<file path="src/rtl/serial_sub_pkg.sv">
// Shared definitions for the bit-serial subtractor: FSM state type,
// legal operand-width bounds and the signed-overflow helper.
package serial_sub_pkg;

    localparam int MIN_WIDTH = 2;
    localparam int MAX_WIDTH = 16;

    typedef enum logic [1:0] {
        IDLE = 2'd0,
        RUN  = 2'd1,
        DONE = 2'd2
    } state_e;

    // Signed overflow of a two's-complement subtraction: the operands have
    // opposite signs and the result sign differs from the minuend sign.
    function automatic logic sub_ovf(input logic a_msb, input logic b_msb, input logic d_msb);
        return (a_msb ^ b_msb) & (d_msb ^ a_msb);
    endfunction

endpackage

</file>
<file path="src/rtl/serial_subtractor_if.sv">
// Start/busy/done handshake and operand/result bus of the serial subtractor.
// The ovf signal exists only when SERIAL_SUB_OVF_EN is defined.
interface serial_subtractor_if #(
    parameter int WIDTH = 4
);
    logic             start;
    logic [WIDTH-1:0] A;
    logic [WIDTH-1:0] B;
    logic             busy;
    logic             done;
    logic [WIDTH:0]   D;
`ifdef SERIAL_SUB_OVF_EN
    logic             ovf;

    modport master (output start, A, B, input busy, done, D, ovf);
    modport slave  (input start, A, B, output busy, done, D, ovf);
`else
    modport master (output start, A, B, input busy, done, D);
    modport slave  (input start, A, B, output busy, done, D);
`endif
endinterface

</file>
<file path="src/rtl/serial_subtractor_full_sub.sv">
// One-bit full subtractor: diff = a - b - bin, bout set when a borrow
// must be taken from the next more significant bit.
module full_sub (
    input  logic a,
    input  logic b,
    input  logic bin,
    output logic diff,
    output logic bout
);

    assign diff = a ^ b ^ bin;
    assign bout = (~a & b) | (~(a ^ b) & bin);

endmodule

</file>
<file path="src/rtl/serial_subtractor.sv">
// Bit-serial unsigned subtractor D = A - B, one bit per clock, LSB first.
// D[WIDTH] is the final borrow; D only changes at the last RUN edge.
// Optional feature macro: SERIAL_SUB_OVF_EN adds the registered signed
// overflow flag ovf, loaded together with D.
module serial_subtractor
    import serial_sub_pkg::*;
#(
    parameter int WIDTH = 4
) (
    input  logic                clk,
    input  logic                rst,
    serial_subtractor_if.slave  bus
);

    localparam int CNT_W = $clog2(WIDTH);

    generate
        if (WIDTH < MIN_WIDTH || WIDTH > MAX_WIDTH) begin : g_width_check
            $error("serial_subtractor: WIDTH out of range");
        end
    endgenerate

    state_e             r_state;
    state_e             w_state_nxt;
    logic               w_load;
    logic               w_step;
    logic               w_last;

    logic [WIDTH-1:0]   r_a;
    logic [WIDTH-1:0]   r_b;
    logic [WIDTH-2:0]   r_res;
    logic               r_borrow;
    logic [CNT_W-1:0]   r_cnt;

    logic               r_busy;
    logic               r_done;
    logic [WIDTH:0]     r_d;

    logic               w_diff;
    logic               w_bout;
    logic [WIDTH-1:0]   w_res_shift;

    // The single arithmetic cell, fed by the operand LSBs and the borrow.
    full_sub u_full_sub (
        .a    (r_a[0]),
        .b    (r_b[0]),
        .bin  (r_borrow),
        .diff (w_diff),
        .bout (w_bout)
    );

    // Result bits collected so far with the current difference bit on top.
    assign w_res_shift = {w_diff, r_res};

    // Next-state and per-cycle control decode.
    always_comb begin
        w_state_nxt = r_state;
        w_load      = 1'b0;
        w_step      = 1'b0;
        w_last      = 1'b0;
        case (r_state)
            IDLE: begin
                if (bus.start) begin
                    w_state_nxt = RUN;
                    w_load      = 1'b1;
                end else begin
                    w_state_nxt = IDLE;
                end
            end
            RUN: begin
                w_step = 1'b1;
                if (r_cnt == CNT_W'(WIDTH - 1)) begin
                    w_state_nxt = DONE;
                    w_last      = 1'b1;
                end else begin
                    w_state_nxt = RUN;
                end
            end
            DONE: begin
                w_state_nxt = IDLE;
            end
            default: begin
                w_state_nxt = IDLE;
            end
        endcase
    end

    // State register.
    always_ff @(posedge clk) begin
        if (rst) begin
            r_state <= IDLE;
        end else begin
            r_state <= w_state_nxt;
        end
    end

    // Registered busy/done derived from the state being entered.
    always_ff @(posedge clk) begin
        if (rst) begin
            r_busy <= 1'b0;
            r_done <= 1'b0;
        end else begin
            r_busy <= (w_state_nxt == RUN);
            r_done <= (w_state_nxt == DONE);
        end
    end

    // Operand shift registers, borrow, partial result and bit counter.
    always_ff @(posedge clk) begin
        if (rst) begin
            r_a      <= '0;
            r_b      <= '0;
            r_res    <= '0;
            r_borrow <= 1'b0;
            r_cnt    <= '0;
        end else if (w_load) begin
            r_a      <= bus.A;
            r_b      <= bus.B;
            r_res    <= '0;
            r_borrow <= 1'b0;
            r_cnt    <= '0;
        end else if (w_step) begin
            r_a      <= {1'b0, r_a[WIDTH-1:1]};
            r_b      <= {1'b0, r_b[WIDTH-1:1]};
            r_res    <= w_res_shift[WIDTH-1:1];
            r_borrow <= w_bout;
            r_cnt    <= r_cnt + CNT_W'(1);
        end
    end

    // Output word: loaded only on the final RUN edge, held otherwise.
    always_ff @(posedge clk) begin
        if (rst) begin
            r_d <= '0;
        end else if (w_last) begin
            r_d <= {w_bout, w_res_shift};
        end
    end

    assign bus.busy = r_busy;
    assign bus.done = r_done;
    assign bus.D    = r_d;

`ifdef SERIAL_SUB_OVF_EN
    logic r_a_msb;
    logic r_b_msb;
    logic r_ovf;

    // Operand sign bits kept aside since the shift registers lose them.
    always_ff @(posedge clk) begin
        if (rst) begin
            r_a_msb <= 1'b0;
            r_b_msb <= 1'b0;
        end else if (w_load) begin
            r_a_msb <= bus.A[WIDTH-1];
            r_b_msb <= bus.B[WIDTH-1];
        end
    end

    // Signed overflow, updated in step with D (last diff bit is the sign).
    always_ff @(posedge clk) begin
        if (rst) begin
            r_ovf <= 1'b0;
        end else if (w_last) begin
            r_ovf <= sub_ovf(r_a_msb, r_b_msb, w_diff);
        end
    end

    assign bus.ovf = r_ovf;
`endif

endmodule

</file>
<file path="src/flat_wrapper.sv">
// flat-port wrapper written by rule: the top's interface ports become plain ports
module serial_subtractor_flat import serial_sub_pkg::*;
#(
    parameter int WIDTH = 4
)
  (clk, rst, bus_start, bus_A, bus_B, bus_busy, bus_done, bus_D);
  serial_subtractor_if #(.WIDTH(WIDTH)) bus_i ();
  input  logic clk;
  input  logic rst;
  input wire logic [$bits(bus_i.start)-1:0] bus_start;
  input wire logic [$bits(bus_i.A)-1:0] bus_A;
  input wire logic [$bits(bus_i.B)-1:0] bus_B;
  output wire logic [$bits(bus_i.busy)-1:0] bus_busy;
  output wire logic [$bits(bus_i.done)-1:0] bus_done;
  output wire logic [$bits(bus_i.D)-1:0] bus_D;
  assign bus_i.start = bus_start;
  assign bus_i.A = bus_A;
  assign bus_i.B = bus_B;
  assign bus_busy = bus_i.busy;
  assign bus_done = bus_i.done;
  assign bus_D = bus_i.D;
  serial_subtractor #(.WIDTH(WIDTH)) u_core (.clk(clk), .rst(rst), .bus(bus_i));
endmodule
</file>
<file path="config.mk">
export PLATFORM = sky130hd
export DESIGN_NAME = serial_subtractor_flat
export DESIGN_NICKNAME = d
export VERILOG_FILES = /design/src/rtl/serial_sub_pkg.sv /design/src/rtl/serial_subtractor_if.sv /design/src/rtl/serial_subtractor_full_sub.sv /design/src/rtl/serial_subtractor.sv /design/src/flat_wrapper.sv
export SDC_FILE = /design/constraint.sdc
export NUM_CORES = 1
export LEC_CHECK = 0
export CAP_MARGIN = 15
export CORE_MARGIN = 10
export CORE_UTILIZATION = 40
export DETAILED_ROUTE_END_ITERATION = 16
export PLACE_DENSITY_LB_ADDON = 0.1
export SLEW_MARGIN = 10
export SYNTH_ARGS = -nofsm -noshare
export SYNTH_HDL_FRONTEND = slang
export SYNTH_SLANG_ARGS = --single-unit
</file>
<file path="constraint.sdc">
create_clock -name clk -period 1.55 [get_ports clk]
set_input_delay 0.465 -clock clk [delete_from_list [all_inputs] [get_ports clk]]
set_output_delay 0.465 -clock clk [all_outputs]
set_load 0.03 [all_outputs]
</file>
# ---- After elaboration in Yosys (flattened, before gate mapping)
# Index checks and enable logic that the tools add are counted.
# Widths: inputs -> output; s select.
dict set report op_classes {
  n_addsub 1
  n_eq_ne 4
  muxes 12
  bitwise_logic 7
  reduce_logical 3
}
# op count
set ops {}
lappend ops {{$mux 4} 4}
lappend ops {{$mux 1} 6}
lappend ops {{$eq 2x1->1 const B} 2}
lappend ops {{$eq 2x2->1 const B} 2}
lappend ops {{$pmux 2 s2} 1}
lappend ops {{$add 2x1->2 const B} 1}
lappend ops {{$and 1x1->1} 2}
lappend ops {{$logic_not 2->1} 1}
lappend ops {{$mux 2} 1}
lappend ops {{$not 1->1} 2}
lappend ops {{$reduce_bool 2->1} 1}
lappend ops {{$reduce_or 2->1} 1}
lappend ops {{$xor 1x1->1} 2}
lappend ops {{$or 1x1->1} 1}
dict set report totals {
  register_bits 23
  output_inout_bits 7
  wordCells 36
}

# ---- Longest topological paths before layout
# Gate-level depths: netlist of run 1.
dict set report depth {
  ltp_word 4
  mapped_depth 6
}

# ---- By module
# From an unflattened synthesis of run 1, not the netlist that was laid out.
dict set report hier_totals {
  cells_unflattened 112
  hier_area_um2 960.9
}
# module instances cells_each area_per_inst_um2
set modules_own_cells {}
lappend modules_own_cells {serial_subtractor 1 108 929.6}
lappend modules_own_cells {full_sub 1 4 31.3}

# ---- Least setup slack after synthesis of run 1
# No wires, ideal clock.
dict set report synth_path {
  path_type {in2reg}
  start {in rst}
  end {reg u_core.r_done, in the netlist u_core.bus.done}
  setup_time_ps 130
  arrival_ps 1085
  required_ps 1420
  slack_ps 335
  cell_stages 3
  n_path_buf 2
  cell_sequence {clkbuf_1 -> clkbuf_1 -> nor2_1}
}
# element line_no
set synth_lines {}
lappend synth_lines {{start: declaration} flat_wrapper.sv:9} ;# input logic rst;
lappend synth_lines {{end signal: assignment} serial_subtractor.sv:104} ;# r_done <= (w_state_nxt == DONE);
lappend synth_lines {{end: declaration} serial_subtractor.sv:36} ;# logic r_done;
# No word-level cell between the ends.

# ---- Final worst setup path of run 1
dict set report layout_path {
  start {reg u_core.r_d[0], in the netlist u_core.bus.D[0]}
  end {out bus_D[0]}
}
# element line_no
set layout_lines {}
lappend layout_lines {{start: declaration} serial_subtractor.sv:37} ;# logic [WIDTH:0] r_d;
lappend layout_lines {{start signal: assignment} serial_subtractor.sv:136} ;# r_d <= {w_bout, w_res_shift};
lappend layout_lines {{end: declaration} flat_wrapper.sv:15} ;# output wire logic [$bits(bus_i.D)-1:0] bus_D;
# No word-level cell between the ends.

==> results.json, run 1 <==
{
  "vias_per_cell": 4.91,
  "grt_pass1_wl_um": 3680,
  "grt_use_total_pct": 8.72,
  "yosys-top-cells-area": "dfxtp_1, a21oi_1, nand2_1",
  "worstPathArrival_ps": 1020,
  "wl_met2_um": 1020,
  "rows": 17,
  "place_inst": 152,
  "synth_seq_area_share_pct": 47.9,
  "drv_cap": 0,
  "yosysWarnings": 0,
  "finalCritPeriodShare_pct": 95.6,
  "post-place-ws_ps": -313,
  "leakagePower_nw": 0.444,
  "period_minus_slack_ps": 1480,
  "crit_cells": 1,
  "syn_inst": 109,
  "vias": 766,
  "core-area_um2": 2250,
  "clock_sinks": 23,
  "routedWlPerCell_um": 13.4,
  "grt_antenna_before_repair": 0,
  "async_reset_ff_share_pct": 0,
  "clk_pin_slew_ps": 120,
  "worstHoldStart": "u_core.bus.D[0]",
  "port-buffer-count": 17,
  "dr_wl_met3_um": 43,
  "wirelength_met1_um": 1020,
  "synth.top_cell.area_share_pct": 47.9,
  "drc": 0,
  "drt_first_iter_violations": 25,
  "hold_buffers": 0,
  "status": "finished clean",
  "grt_overflow": 0,
  "dieArea_um2": 4760,
  "hold_viol": 0,
  "reg2regPathDepth": 3,
  "layout-drive-gt1-share_pct": 18.0,
  "fillerInstances": 233,
  "r2r-end": "u_core.r_b[1]",
  "grt_pass1_vias": 790,
  "crit_path_top_delay_cell": "clkdlybuf4s15_1",
  "tightest_slew_ps": 462,
  "synth_top_cell_by_area": "dfxtp_1",
  "die_x_um": 69.0,
  "dp_hpwl_um": 1560,
  "critPathMaxStageDelay_ps": 370,
  "hold_class": "reg -> reg",
  "ys_types": 26,
  "routed.top_layer": "met3",
  "crit_end": "bus_D[0]",
  "grt_max_degree": 18,
  "r2r-start": "u_core.r_state[1]",
  "design_area_um2": 1180,
  "ff2ff_setup_slack_ps": 210,
  "skew_ps": 3.35,
  "die_h_um": 69.0,
  "cts_max_level": 1,
  "start_kind": "flop",
  "syn_to_final_growth_pct": 23.2,
  "crit_required_ps": 1080,
  "rsz0062_at_grt": "no",
  "ant_nets": 0,
  "maxSlewViolCount": 0,
  "dr.pass1.iters": 3,
  "path_buf_inv": 1,
  "initial_core_util_pct": 42.6,
  "max_freq_ghz": 0.675,
  "power.density_nw_per_um2": 919,
  "cts_tree": "yes",
  "ys.flop_type": "dfxtp_1",
  "insertion_delay_ps": 300,
  "wirelength_um": 2090,
  "placed_area_um2": 1180,
  "n_antenna_cell": 0,
  "slew_headroom_pct": 69.2,
  "syn-cell-area_um2": 961,
  "clk_path_buf_depth": 2,
  "synth_edf_count": 0,
  "final_nets": 142,
  "postSynthAreaPerCell_um2": 8.82,
  "cp_top_family": "buffers and inverters",
  "layout.cells.non_filler": 156,
  "root_buffer": "clkbuf_4",
  "cp-end-kind": "output port",
  "vdd_drop_max_mv": 0.529,
  "layout_commonest_cell": "dfxtp_1",
  "crit_chain": "clkdlybuf4s15_1",
  "setup_viol": 0,
  "crit_type": "reg -> out",
  "final_cell_mix": "dfxtp_1, nand2_1, a21oi_1",
  "crit_path_start": "u_core.bus.D[0]",
  "ys_ff_latch": 23,
  "critPathMaxFanout": 2,
  "numCtsBuffers": 3,
  "syn_nets": 122,
  "setup_ws_ps": 67.7,
  "io_pins": 18,
  "globalplace.congestion": 0.761
}
-- worst min path at each step --
stage / cells past startpoint / end / slack (ps)
finish: 2 / u_core.bus.D[0] / 460
CTS: 2 / u_core.bus.D[0] / 460
detailed placement: 2 / u_core.r_a[2] / 450
floorplan: 2 / u_core.r_res[0] / 440
global route: 2 / u_core.r_a[2] / 480
global placement: 2 / u_core.r_cnt[1] / 450
-- worst reg2reg max path, cell delays in order (launching register included) --
cell      delay, ps
dfxtp_1         480
nand2b_1        440
a21oi_1         140
a211oi_1        220
-- kinds of logic (layout without fill, tap and decap cells) --
kind of cell,count (synthesis),count (layout),synth area share [%]
AO/OA/AOI/OAI,25,25,16.0
XOR/XNOR,1,1,0.912
adder cells (fa/ha/maj),2,2,3.39
buffers and inverters,10,29,7.03
flip-flops,23,23,47.9
AND/OR/NAND/NOR,48,48,24.7
-- report_power, final --
group,leakage [nW],internal [mW],switching (mW)
Combinational,0.239,0.0920,0.0907
Sequential,0.188,0.619,0.0167
Clock,0.0177,0.0961,0.174
Total,0.444,0.807,0.281
-- per-layer routing --
layer  vias to the layer above  track usage [%]
met5                         -                0
met4                         0             2.00
met1                       355             11.5
met3                         0             1.85
li1                        405                -
met2                         6             13.9
-- layout make-up --
class | instances | area [µm²] | share of cell area [%]
flip-flops and latches | 23 | 460 | 38.9
repair buffers | 23 | 218 | 18.4
multi-input cells | 76 | 435 | 36.8
clock buffers | 3 | 22.5 | 1.90
well taps | 28 | 35.0 | 2.96
inverters | 2 | 7.51 | 0.634
clock inverters | 1 | 5.00 | 0.423
-- flip-flops by register name, summed over array words and instances (netlist names) --
signal           cells
u_core.bus.D         5
u_core.r_res         3
u_core.r_cnt         2
u_core.r_b           4
u_core.r_borrow      1
u_core.bus.done      1
u_core.bus.busy      1
u_core.r_state       2
u_core.r_a           4
-- metrics by stage --
stage	utilization (%)	hold slack (ps)	power, mW	TNS (ps)
floorplan	-	437	0.765	0
global placement	52.2	447	0.826	-4330
detailed placement	52.2	448	0.832	-4390
CTS	53.0	462	1.10	0
global route	52.5	479	1.16	0
finish	52.5	463	1.09	0
-- synthesized netlist by cell type, types with 2 or more instances --
master and instances:
clkbuf_1 2, a21oi_1 17, buf_6 2, nand2_1 18
inv_1 2, nand2b_1 3, nor3_1 2, a211oi_1 4
nand3_1 6, nor2_1 10, nor2_2 2, or3b_2 2
dfxtp_1 23, buf_4 4
-- what timing repair did --
item / 4_1_cts / 5_1_grt
gates resized for setup: 7 / 10
buffers inserted: 0 / 0
endpoints found under the setup margin: 7 / 12
(Power assumes the default switching activity.)
==> inputs of run 2 (changes only) <==
- CTS_CLUSTER_DIAMETER: not set -> 80
==> results of run 2 <==
Final layout, timing and power as in run 1 (identical DEF).
